[src/rtl/sdio_xfer_seq.sv]
// SDIO transfer sequencer: issues one command, then walks the DAT path through N blocks
// with inter-block gaps, block-gap stop/continue/abort and completion interrupt pulses.
module sdio_xfer_seq #(
  parameter int GAP_CYCLES = 2,
  parameter int CNT_W      = 16
) (
  input  logic             sd_clk,
  input  logic             rstn,
  input  logic             sw_rst,
  input  logic             cmd_start,
  input  logic             dat_present,
  input  logic             dat_trans_dir,
  input  logic [CNT_W-1:0] block_count,
  input  logic             blk_gap_stop,
  input  logic             continue_req,
  input  logic             abort_req,
  input  logic             cmd_done,
  input  logic             cmd_err,
  input  logic             dat_blk_done,
  input  logic             dat_blk_err,
  output logic             cmd_issue,
  output logic             dat_blk_start,
  output logic             sd_clk_pause,
  output logic             cmd_complete_irq,
  output logic             dat_complete_irq,
  output logic             blk_gap_irq,
  output logic             xfer_err,
  output logic             busy,
  output logic [CNT_W-1:0] blocks_left,
  output logic [2:0]       seq_state
);

  localparam int GW = (GAP_CYCLES > 1) ? $clog2(GAP_CYCLES) : 1;

  typedef enum logic [2:0] {
    S_IDLE = 3'd0,
    S_CMD  = 3'd1,
    S_DAT  = 3'd2,
    S_GAP  = 3'd3,
    S_STOP = 3'd4
  } state_t;

  state_t           state, next_state;
  logic             dir_q, dat_present_q;
  logic [GW-1:0]    gap_cnt, gap_cnt_d;
  logic [CNT_W-1:0] blocks_left_d;
  logic             dir_d, dat_present_d;
  logic             cmd_issue_d, dat_blk_start_d, sd_clk_pause_d;
  logic             cmd_complete_d, dat_complete_d, blk_gap_d;
  logic             xfer_err_d, busy_d;

  // State and every registered output; sw_rst behaves exactly like rstn but synchronously.
  always_ff @(posedge sd_clk or negedge rstn) begin
    if (!rstn) begin
      state            <= S_IDLE;
      dir_q            <= 1'b0;
      dat_present_q    <= 1'b0;
      gap_cnt          <= '0;
      blocks_left      <= '0;
      cmd_issue        <= 1'b0;
      dat_blk_start    <= 1'b0;
      sd_clk_pause     <= 1'b0;
      cmd_complete_irq <= 1'b0;
      dat_complete_irq <= 1'b0;
      blk_gap_irq      <= 1'b0;
      xfer_err         <= 1'b0;
      busy             <= 1'b0;
    end else if (sw_rst) begin
      state            <= S_IDLE;
      dir_q            <= 1'b0;
      dat_present_q    <= 1'b0;
      gap_cnt          <= '0;
      blocks_left      <= '0;
      cmd_issue        <= 1'b0;
      dat_blk_start    <= 1'b0;
      sd_clk_pause     <= 1'b0;
      cmd_complete_irq <= 1'b0;
      dat_complete_irq <= 1'b0;
      blk_gap_irq      <= 1'b0;
      xfer_err         <= 1'b0;
      busy             <= 1'b0;
    end else begin
      state            <= next_state;
      dir_q            <= dir_d;
      dat_present_q    <= dat_present_d;
      gap_cnt          <= gap_cnt_d;
      blocks_left      <= blocks_left_d;
      cmd_issue        <= cmd_issue_d;
      dat_blk_start    <= dat_blk_start_d;
      sd_clk_pause     <= sd_clk_pause_d;
      cmd_complete_irq <= cmd_complete_d;
      dat_complete_irq <= dat_complete_d;
      blk_gap_irq      <= blk_gap_d;
      xfer_err         <= xfer_err_d;
      busy             <= busy_d;
    end
  end

  always_comb begin
    next_state = state;
    case (state)
      S_IDLE: if (cmd_start) next_state = S_CMD;
      S_CMD: begin
        if (cmd_err)
          next_state = S_IDLE;
        else if (cmd_done)
          next_state = (dat_present_q && blocks_left != '0) ? S_DAT : S_IDLE;
      end
      S_DAT: begin
        if (dat_blk_err)
          next_state = S_IDLE;
        else if (dat_blk_done) begin
          if (blocks_left <= CNT_W'(1)) next_state = S_IDLE;
          else if (blk_gap_stop)        next_state = S_STOP;
          else                          next_state = S_GAP;
        end
      end
      S_GAP: begin
        if (blk_gap_stop)        next_state = S_STOP;
        else if (gap_cnt == '0)  next_state = S_DAT;
      end
      S_STOP: begin
        if (abort_req)                         next_state = S_IDLE;
        else if (continue_req && !blk_gap_stop) next_state = S_GAP;
      end
      default: next_state = S_IDLE;
    endcase
  end

  // Next values of the registered outputs; pulses are derived from state transitions.
  always_comb begin
    dir_d           = dir_q;
    dat_present_d   = dat_present_q;
    blocks_left_d   = blocks_left;
    xfer_err_d      = xfer_err;
    gap_cnt_d       = gap_cnt;
    cmd_issue_d     = (state == S_IDLE) && cmd_start;
    cmd_complete_d  = (state == S_CMD) && (cmd_done || cmd_err);
    dat_complete_d  = ((state == S_DAT) &&
                       (dat_blk_err || (dat_blk_done && blocks_left <= CNT_W'(1)))) ||
                      ((state == S_STOP) && abort_req);
    dat_blk_start_d = (next_state == S_DAT) && (state != S_DAT);
    blk_gap_d       = (next_state == S_STOP) && (state != S_STOP);
    sd_clk_pause_d  = (next_state == S_STOP) && dir_q;
    busy_d          = (next_state != S_IDLE);

    if (state == S_IDLE && cmd_start) begin
      dir_d         = dat_trans_dir;
      dat_present_d = dat_present;
      blocks_left_d = block_count;
      xfer_err_d    = 1'b0;
    end
    if (state == S_CMD && cmd_err) xfer_err_d = 1'b1;
    if (state == S_DAT && dat_blk_err) xfer_err_d = 1'b1;
    if (state == S_DAT && dat_blk_done && !dat_blk_err && blocks_left != '0)
      blocks_left_d = blocks_left - CNT_W'(1);

    if (next_state == S_GAP && state != S_GAP)
      gap_cnt_d = GW'(GAP_CYCLES - 1);
    else if (state == S_GAP && gap_cnt != '0)
      gap_cnt_d = gap_cnt - GW'(1);
  end

  assign seq_state = state;

endmodule

[config.mk]
export PLATFORM = sky130hd
export DESIGN_NAME = sdio_xfer_seq
export DESIGN_NICKNAME = d
export VERILOG_FILES = /design/src/rtl/sdio_xfer_seq.sv
export SDC_FILE = /design/constraint.sdc
export NUM_CORES = 1
export LEC_CHECK = 0
export CORE_UTILIZATION = 42
export DETAILED_ROUTE_END_ITERATION = 10
export MAX_ROUTING_LAYER = met4
export PLACE_DENSITY = 0.72
export SLEW_MARGIN = 20
export SYNTH_ARGS = -nofsm -noshare
export SYNTH_HDL_FRONTEND = slang
export SYNTH_SLANG_ARGS = --single-unit
[constraint.sdc]
create_clock -name sd_clk -period 4 [get_ports sd_clk]
set_input_delay 0.6 -clock sd_clk [delete_from_list [all_inputs] [get_ports sd_clk]]
set_output_delay 0.6 -clock sd_clk [all_outputs]
set_load 0.02 [all_outputs]
======== After elaboration in Yosys (flattened, before gate mapping) ========
Index checks and enable logic that the tools add are counted.
word-level totals
  register bits after elaboration ......... 30
  word-level logic and storage cells ...... 90
  output and inout bits ................... 27
  input port bits ......................... 29
cells by class
  muxes and demuxes ....................... 35
  equal/unequal tests ..................... 10
  magnitude comparators ................... 1
  reduce and logical (&&, ||, !) cells .... 29
  $add $sub $neg .......................... 2
operators by type and width
  operator                                                                  count
  16-bit 2-to-1 mux                                                         3
  3-bit 2-to-1 mux                                                          12
  1-bit 2-to-1 mux                                                          18
  1-bit logical AND                                                         17
  16-bit by 1-bit <= comparator with 1-bit output (second input constant)   1
  16-bit nonzero test                                                       1
  16-bit by 1-bit subtractor with 16-bit output (second input constant)     1
  3-bit case mux with 5 select lines                                        1
  3-bit by 2-bit equality test with 1-bit output (second input constant)    4
  3-bit nonzero test                                                        3
  3-bit equality test (second input constant)                               2
  3-bit by 2-bit inequality test with 1-bit output (second input constant)  2
  4-bit nonzero test                                                        1
  3-bit by 1-bit equality test with 1-bit output (second input constant)    1
  3-bit zero test                                                           1
  1-bit logical OR                                                          3
  3-bit inequality test (second input constant)                             1
  1-bit zero test                                                           2
  2-bit 2-to-1 mux                                                          1
  2-bit nonzero test                                                        1
  1-bit subtractor (second input constant)                                  1

======== Longest topological paths before layout ========
Gate-level depths: netlist of the first run.
  depth in word-level cells ............... 10
  depth in mapped cells ................... 8
  gate-level depth less buffers ........... 7

======== Least setup slack after synthesis of the first run ========
No wires, ideal clock.
  path kind ............................... flip-flop to flip-flop
  start ................................... register blocks_left[0]
  end ..................................... register blocks_left[12]
  arrival time ............................ 2.047 ns
  path buffers ............................ 0
  path slack .............................. 1.816 ns
  stages on the path, launching flop included .. 8
  clock period less this slack ............ 2.184 ns
  required time ........................... 3.864 ns
  cells stage by stage .................... dfrtp_1 > inv_1 > ha_1 > or3b_2 > nor3_1 > nand3_1 > o311ai_0 > a21oi_1
on the way
  longest elaborated chain between the ends .. 4
  elaborated cells on any way between the ends .. 6
  those cells by class .................... 1 x add/sub; 2 x mux; 3 x reduce/logical
ends and longest elaborated chain
  what                                                                                                   RTL line  source
  start: declaration                                                                                     29        output logic [CNT_W-1:0] blocks_left,
  start signal: assignment                                                                               87        blocks_left <= blocks_left_d;
  parallel branches: the longest is 4 deep, another holds 16-bit by 1-bit subtractor with 16-bit output  --
Several ways; the timed one is not identified.
A chain may end at the register's enable or synchronous reset.

======== Final worst setup path of the first run ========
Same ends and word-level chain as after synthesis.

==> flow_summary.toml, run 1 <==
[power]
p_int_uw = 520.9
p_seq_share_pct = 45.3
powerDensity_nw_per_um2 = 301.3
p_leak_uw = 0.0009989
clkPwrFrac_pct = 30.2
p_switching_uw = 226.7
switching_share_pct = 30.32
irDropWorstVdd_mv = 0.1716
combPwrFrac_pct = 24.6
totalPowerFinal_uw = 747.6

[timing]
setup_ws_ns = 1.539
setup_tns_ns = 0
setup_viol = 0
finalHoldViolCount = 0
rsz0062_at_grt = "no"
skew_ns = 0.004531
relSlewSlack_pct = 54.62
maxSlewViolCount = 0
period_share_pct = 61.52
fmax_mhz = 406.4
worst_pin_slew_ns = 0.6806
min_period_ns = 2.461

[placed_design]
dp_hpwl_mm = 3.476
port_buffers = 55
finalWeightedCongestion = 0.8658
pre_cts_slack_ns = 1.341
dp_cells = 301

[synth]
synth_warnings = 0
synth-compound-area-share_pct = 25.84
synthMuxAreaShare_pct = 0
synth_common_cells = "dfrtp_1, nand2_1, a21oi_1, nor2_1"
synth_area_per_cell_um2 = 8.924
yosys-top-cells-area = "dfrtp_1, a21oi_1, nand2_1"
synth-xor-area-share_pct = 0.4811
yosysMostFrequentCell = "dfrtp_1"
synth_area_um2 = 1820
postSynth.asyncResetShare_pct = 100.0
yosysTopAreaCellShare_pct = 41.24
synth-seq-cells = 30
yosys.area.top_type = "dfrtp_1"
synth_fa_ha_area_share_pct = 2.062
netlist_instances = 204
yosysUniqueCellTypes = 53
syn_nets = 236
synth_enable_flop_cells = 0
ys.flop_type = "dfrtp_1"
synth_simple_gate_area_share_pct = 26.19
synth_top_family_by_area = "simple AND/OR/NAND/NOR gates"
seq_area_frac_synth_pct = 41.24

[grt]
antenna_found_initial = 0
grt_usage_pct = 23.67
grt_remaining_overflow = 0
grt_max_degree = 31
grt_pass1_wl_mm = 7.769
grt_pass1_vias = 1634

[detailed_routing]
dr.pass1.iters = 4
antenna_left = 0
wirelength_mm = 4.744
drtIter0Drc = 147
drc_errors = 0
vias = 1736
wl_per_cell_um = 15.40
vias_per_cell = 5.636

[worst_setup_path]
rr_startpoint = "blocks_left[0]"
worstSetupStartpoint = "blocks_left[0]"
worst-setup-path-type = "flip-flop to flip-flop"
critical_path.max_fanout = 6
crit_end = "blocks_left[12]"
regToRegSetupSlack_ns = 1.54
reg2regPathDepth = 7
startpoint_type = "flip-flop"
cp.arrival_ns = 2.62
end_kind = "flip-flop"
reg2reg_to = "blocks_left[12]"
worstPathRequired_ns = 4.16

[floorplanning]
ios = 56
die_area_um2 = 4602
die-width_um = 67.84
die_h_um = 67.84
initial_utilization_pct = 44.55
core.rowCount = 23
coreArea_um2 = 4086

[finish]
final_cell_count_no_fill = 308
nets = 290
diodes = 0
drive_gt1_share_pct = 7.364
nFillCells = 386
multiInputGateArea_um2 = 993.5
seqCellArea_um2 = 750.7
areaGrowthSynthToFinish_pct = 36.29
final_util_pct = 60.72

[clocking]
cts_buffers = 5
postCtsHoldBufs = 0
cts_max_level = 2
clk_pin_slew_ns = 0.06
cts.sinks = 30
cts_tree = "built"
cts_max_path_buffers = 2
root_buffer = "clkbuf_8"
clk_latency_ns = 0.28
ctsResizeCount = 0
post-cts-setup-buffers = 0

[worst_hold_path]
hold_depth = 1
min_path_type = "flip-flop to flip-flop"

[status]
status = "complete, no violations"

[job]
drv_cap = 0
[placed cells by master, fill, tap and decap left out, drive strengths merged, types with 2 or more instances in the layout]
master	n
nor3b	2
clkinv	2
a21oi	19
o21ai	3
inv	8
a31oi	6
a211oi	5
nor2	18
nor3	9
o311ai	2
o21a	3
o22ai	2
nor2b	3
nor4	3
or3	4
or4	2
clkbuf	5
nor4b	4
o211ai	4
a311oi	2
a32oi	3
and3	2
nand2	25
clkdlybuf4s50	55
ha	3
a2111oi	3
dfrtp	30
and2	5
nand3	2
nand2b	4
buf	2
[worst min path at each step]
stage	start	to	slack [ns]
after floorplan	rstn	blk_gap_irq	0.30
after global placement	dir_q	sd_clk_pause	0.47
after detailed placement	dir_q	sd_clk_pause	0.48
after CTS	dir_q	sd_clk_pause	0.50
after global routing	dir_q	sd_clk_pause	0.51
final	dir_q	sd_clk_pause	0.49
[sequential cells by signal, indices dropped and copies added, names as in the netlist]
signal            count
cmd_complete_irq      1
dat_blk_start         1
dir_q                 1
sd_clk_pause          1
blocks_left          16
blk_gap_irq           1
dat_present_q         1
busy                  1
xfer_err              1
seq_state             3
dat_complete_irq      1
gap_cnt               1
cmd_issue             1
[cell families (layout without fill, tap and decap cells)]
family,count (synthesis),in the layout
AO/OA/AOI/OAI,64,64
XOR/XNOR,1,1
adder cells (fa/ha/maj),3,3
buffers and inverters,18,72
flip-flops,30,30
AND/OR/NAND/NOR,88,88
[metrics by stage]
stage	area (um2)	hold WS, ns
2_1_floorplan	1821	0.3044
3_3_place_gp	2402	0.4739
3_5_place_dp	2402	0.4805
4_1_cts	2481	0.5018
5_1_grt	2481	0.5075
6_report	2481	0.4923
[power groups by stage]
stage	Combinational [uW]	Sequential, uW	Clock (uW)
global route	201	341	244
global placement	182	343	0
detailed placement	183	343	0
CTS	184	338	232
finish	184	338	225
floorplan	88.0	352	0
[critical path, stage by stage, from the launching register on]
cell	delay [ns]
dfrtp_1	0.44
inv_1	0.13
ha_1	0.23
or3b_2	0.47
nor3_1	0.42
nand3_1	0.22
o311ai_0	0.32
a21oi_1	0.11
[cell type report]
type	count	share of cell area [%]
Tap cell	50	2.521
Clock buffer	5	2.774
Inverter	8	1.210
Timing Repair Buffer	57	22.79
Multi-Input combinational cell	156	40.04
Sequential cell	30	30.26
Clock inverter	2	0.4034
[metal layers]
layer | track usage [%] | up-vias | wire length, um | share of wire (%)
li1 | - | 863 | - | -
met1 | 33.44 | 811 | 2290 | 48
met2 | 33.66 | 56 | 2156 | 45
met3 | 4.000 | 6 | 247 | 5.2
met4 | 8.854 | 0 | 50 | 1.1
met5 | - | - | 0 | 0
(Power assumes the default switching activity.)
==> run 2: changes to the inputs <==
Settings changed: PLACE_DENSITY 0.72 to 0.75.
Clock period 4 ns to 2.2 ns, I/O delays scaled along.
==> run 2 against run 1 <==
Critical path depth up 1. Combinational power rose by 110%. Routed wire length increased by 12%. Cell count grew 6.5%. Critical endpoint is now blocks_left[11]. Global-route usage rose by 3.0 points. Hold slack lost 0.053 ns. Clock-buffer cell count is 2 higher. Total power up 94%. Sequential power grew 80%.
==> flow_summary.toml, run 2 (synthesis results as in run 1) <==
[worst_setup_path]
cp.arrival_ns = 2.24
regToRegSetupSlack_ns = 0.13
startpoint_type = "flip-flop"
worstPathRequired_ns = 2.37
rr_startpoint = "blocks_left[1]"
critical_path.max_fanout = 4
end_kind = "flip-flop"
reg2regPathDepth = 8
reg2reg_to = "blocks_left[11]"
worst-setup-path-type = "flip-flop to flip-flop"

[finish]
largest-register = "blocks_left"
diodes = 0
mostFrequentLayoutCell = "clkdlybuf4s50_1"
largest_register_ffs = 16
final_cell_mix = "clkdlybuf4s50_1, dfrtp_1, nand2_1, buf_4, a21oi_1"
drive_gt1_share_pct = 13.67
areaGrowthSynthToFinish_pct = 44.81
nets = 309
stdcell_area_um2 = 2636

[clocking]
cts_max_level = 2
cts_buffers = 5
postCtsHoldBufs = 0
cts.sinks = 30
root_buffer = "clkbuf_8"
cts_tree = "built"
cts_max_path_buffers = 2
clk_latency_ns = 0.28
clk_pin_slew_ns = 0.06

[timing]
period_share_pct = 94.21
setup_ws_ns = 0.1275
worst_pin_slew_ns = 0.4362
setup_tns_ns = 0
skew_ns = 0.004847
fmax_mhz = 482.5
setup_viol = 0
relSlewSlack_pct = 70.51
maxSlewViolCount = 0
finalHoldViolCount = 0
min_period_ns = 2.073

[worst_hold_path]
min_path_type = "primary input to asynchronous set/reset pin"

[detailed_routing]
antenna_left = 0
drc_errors = 0
vias = 1911
wirelength_mm = 5.333
dr.pass1.iters = 4
wl_per_cell_um = 16.26
drtIter0Drc = 200
vias_per_cell = 5.826

[floorplanning]
core.rowCount = 23
initial_utilization_pct = 44.55
die-width_um = 67.84
coreArea_um2 = 4086
die_area_um2 = 4602
die_h_um = 67.84
ios = 56

[grt]
grt_usage_pct = 26.70
grt_remaining_overflow = 0
grt_pass1_wl_mm = 8.714
grt_pass1_vias = 1825
antenna_found_initial = 0
grt_max_degree = 31

[placed_design]
port_buffers = 55
finalWeightedCongestion = 0.9324
pre_cts_slack_ns = -0.07394
place_area_um2 = 2537
dp_hpwl_mm = 3.966

[power]
p_leak_uw = 0.001096
powerDensity_nw_per_um2 = 551.3
irDropWorstVdd_mv = 0.3405

[status]
status = "complete, no violations"

[job]
drv_cap = 0
## run 2: changes by cell type in the layout (fill, tap and decap cells not counted)
cell	before	now
buf_4	2	21
clkbuf_1	0	1
clkbuf_8	5	6
clkinv_2	2	1
o311ai_0	2	1
o311ai_1	0	1
## run 2: power breakdown
group	total, uW	switching, uW	internal (uW)
logic	390	198	192
registers	610	32.6	578
clock network	453	201	252
## run 2: worst max-delay path by stage
stage                         from               to  slack, ns  cells after the start
floorplan           blocks_left[0]  blocks_left[12]       0.02                      7
global placement       dat_blk_err     sd_clk_pause     -0.008                      6
detailed placement     dat_blk_err   blocks_left[6]      -0.07                      7
CTS                 blocks_left[1]  blocks_left[12]       0.08                      7
global route        blocks_left[1]  blocks_left[11]     -0.006                      8
finish              blocks_left[1]  blocks_left[11]       0.13                      8
## run 2: cell type report
class	count	area [um2]
Sequential cell	30	750.7
Tap cell	50	62.56
Fill cell	381	1450
Clock buffer	7	86.33
Inverter	8	30.03
Multi-Input combinational cell	156	993.5
Clock inverter	1	5.005
Timing Repair Buffer	76	708.2
## run 2: worst max-delay path, stage by stage (launching register included)
cell and delay, ns:
dfrtp_1 0.39, inv_1 0.12, ha_1 0.15, nor4b_1 0.29
nand4_1 0.21, buf_4 0.20, a21oi_1 0.24, o21ba_2 0.21
o21a_1 0.16
## run 2: what timing repair did
action                                  CTS  global route
resized for setup                         0             1
endpoints found under the setup margin    0             9
buffers inserted                          0             1
## run 2: stage by stage
| step | cells | utilization, % | hold WS (ns) | power (uW) |
|---|---|---|---|---|
| 6_report | 328 | 64.51 | 0.4394 | 1453 |
| 5_1_grt | 328 | 64.51 | 0.4796 | 1524 |
| 4_1_cts | 327 | 64.33 | 0.4539 | 1458 |
| 3_5_place_dp | 319 | 62.09 | 0.4874 | 1003 |
| 3_3_place_gp | 319 | 62.09 | 0.4729 | 997.0 |
| 2_1_floorplan | 204 | - | 0.03441 | 800.4 |
## run 2: routing by layer
| layer | vias to the layer above | part of all wire, % | global-route usage [%] |
|---|---|---|---|
| li1 | 906 | - | - |
| met1 | 902 | 45 | 34.51 |
| met2 | 90 | 47 | 40.84 |
| met3 | 13 | 6.3 | 4.833 |
| met4 | 0 | 2.0 | 11.46 |
| met5 | - | 0 | - |
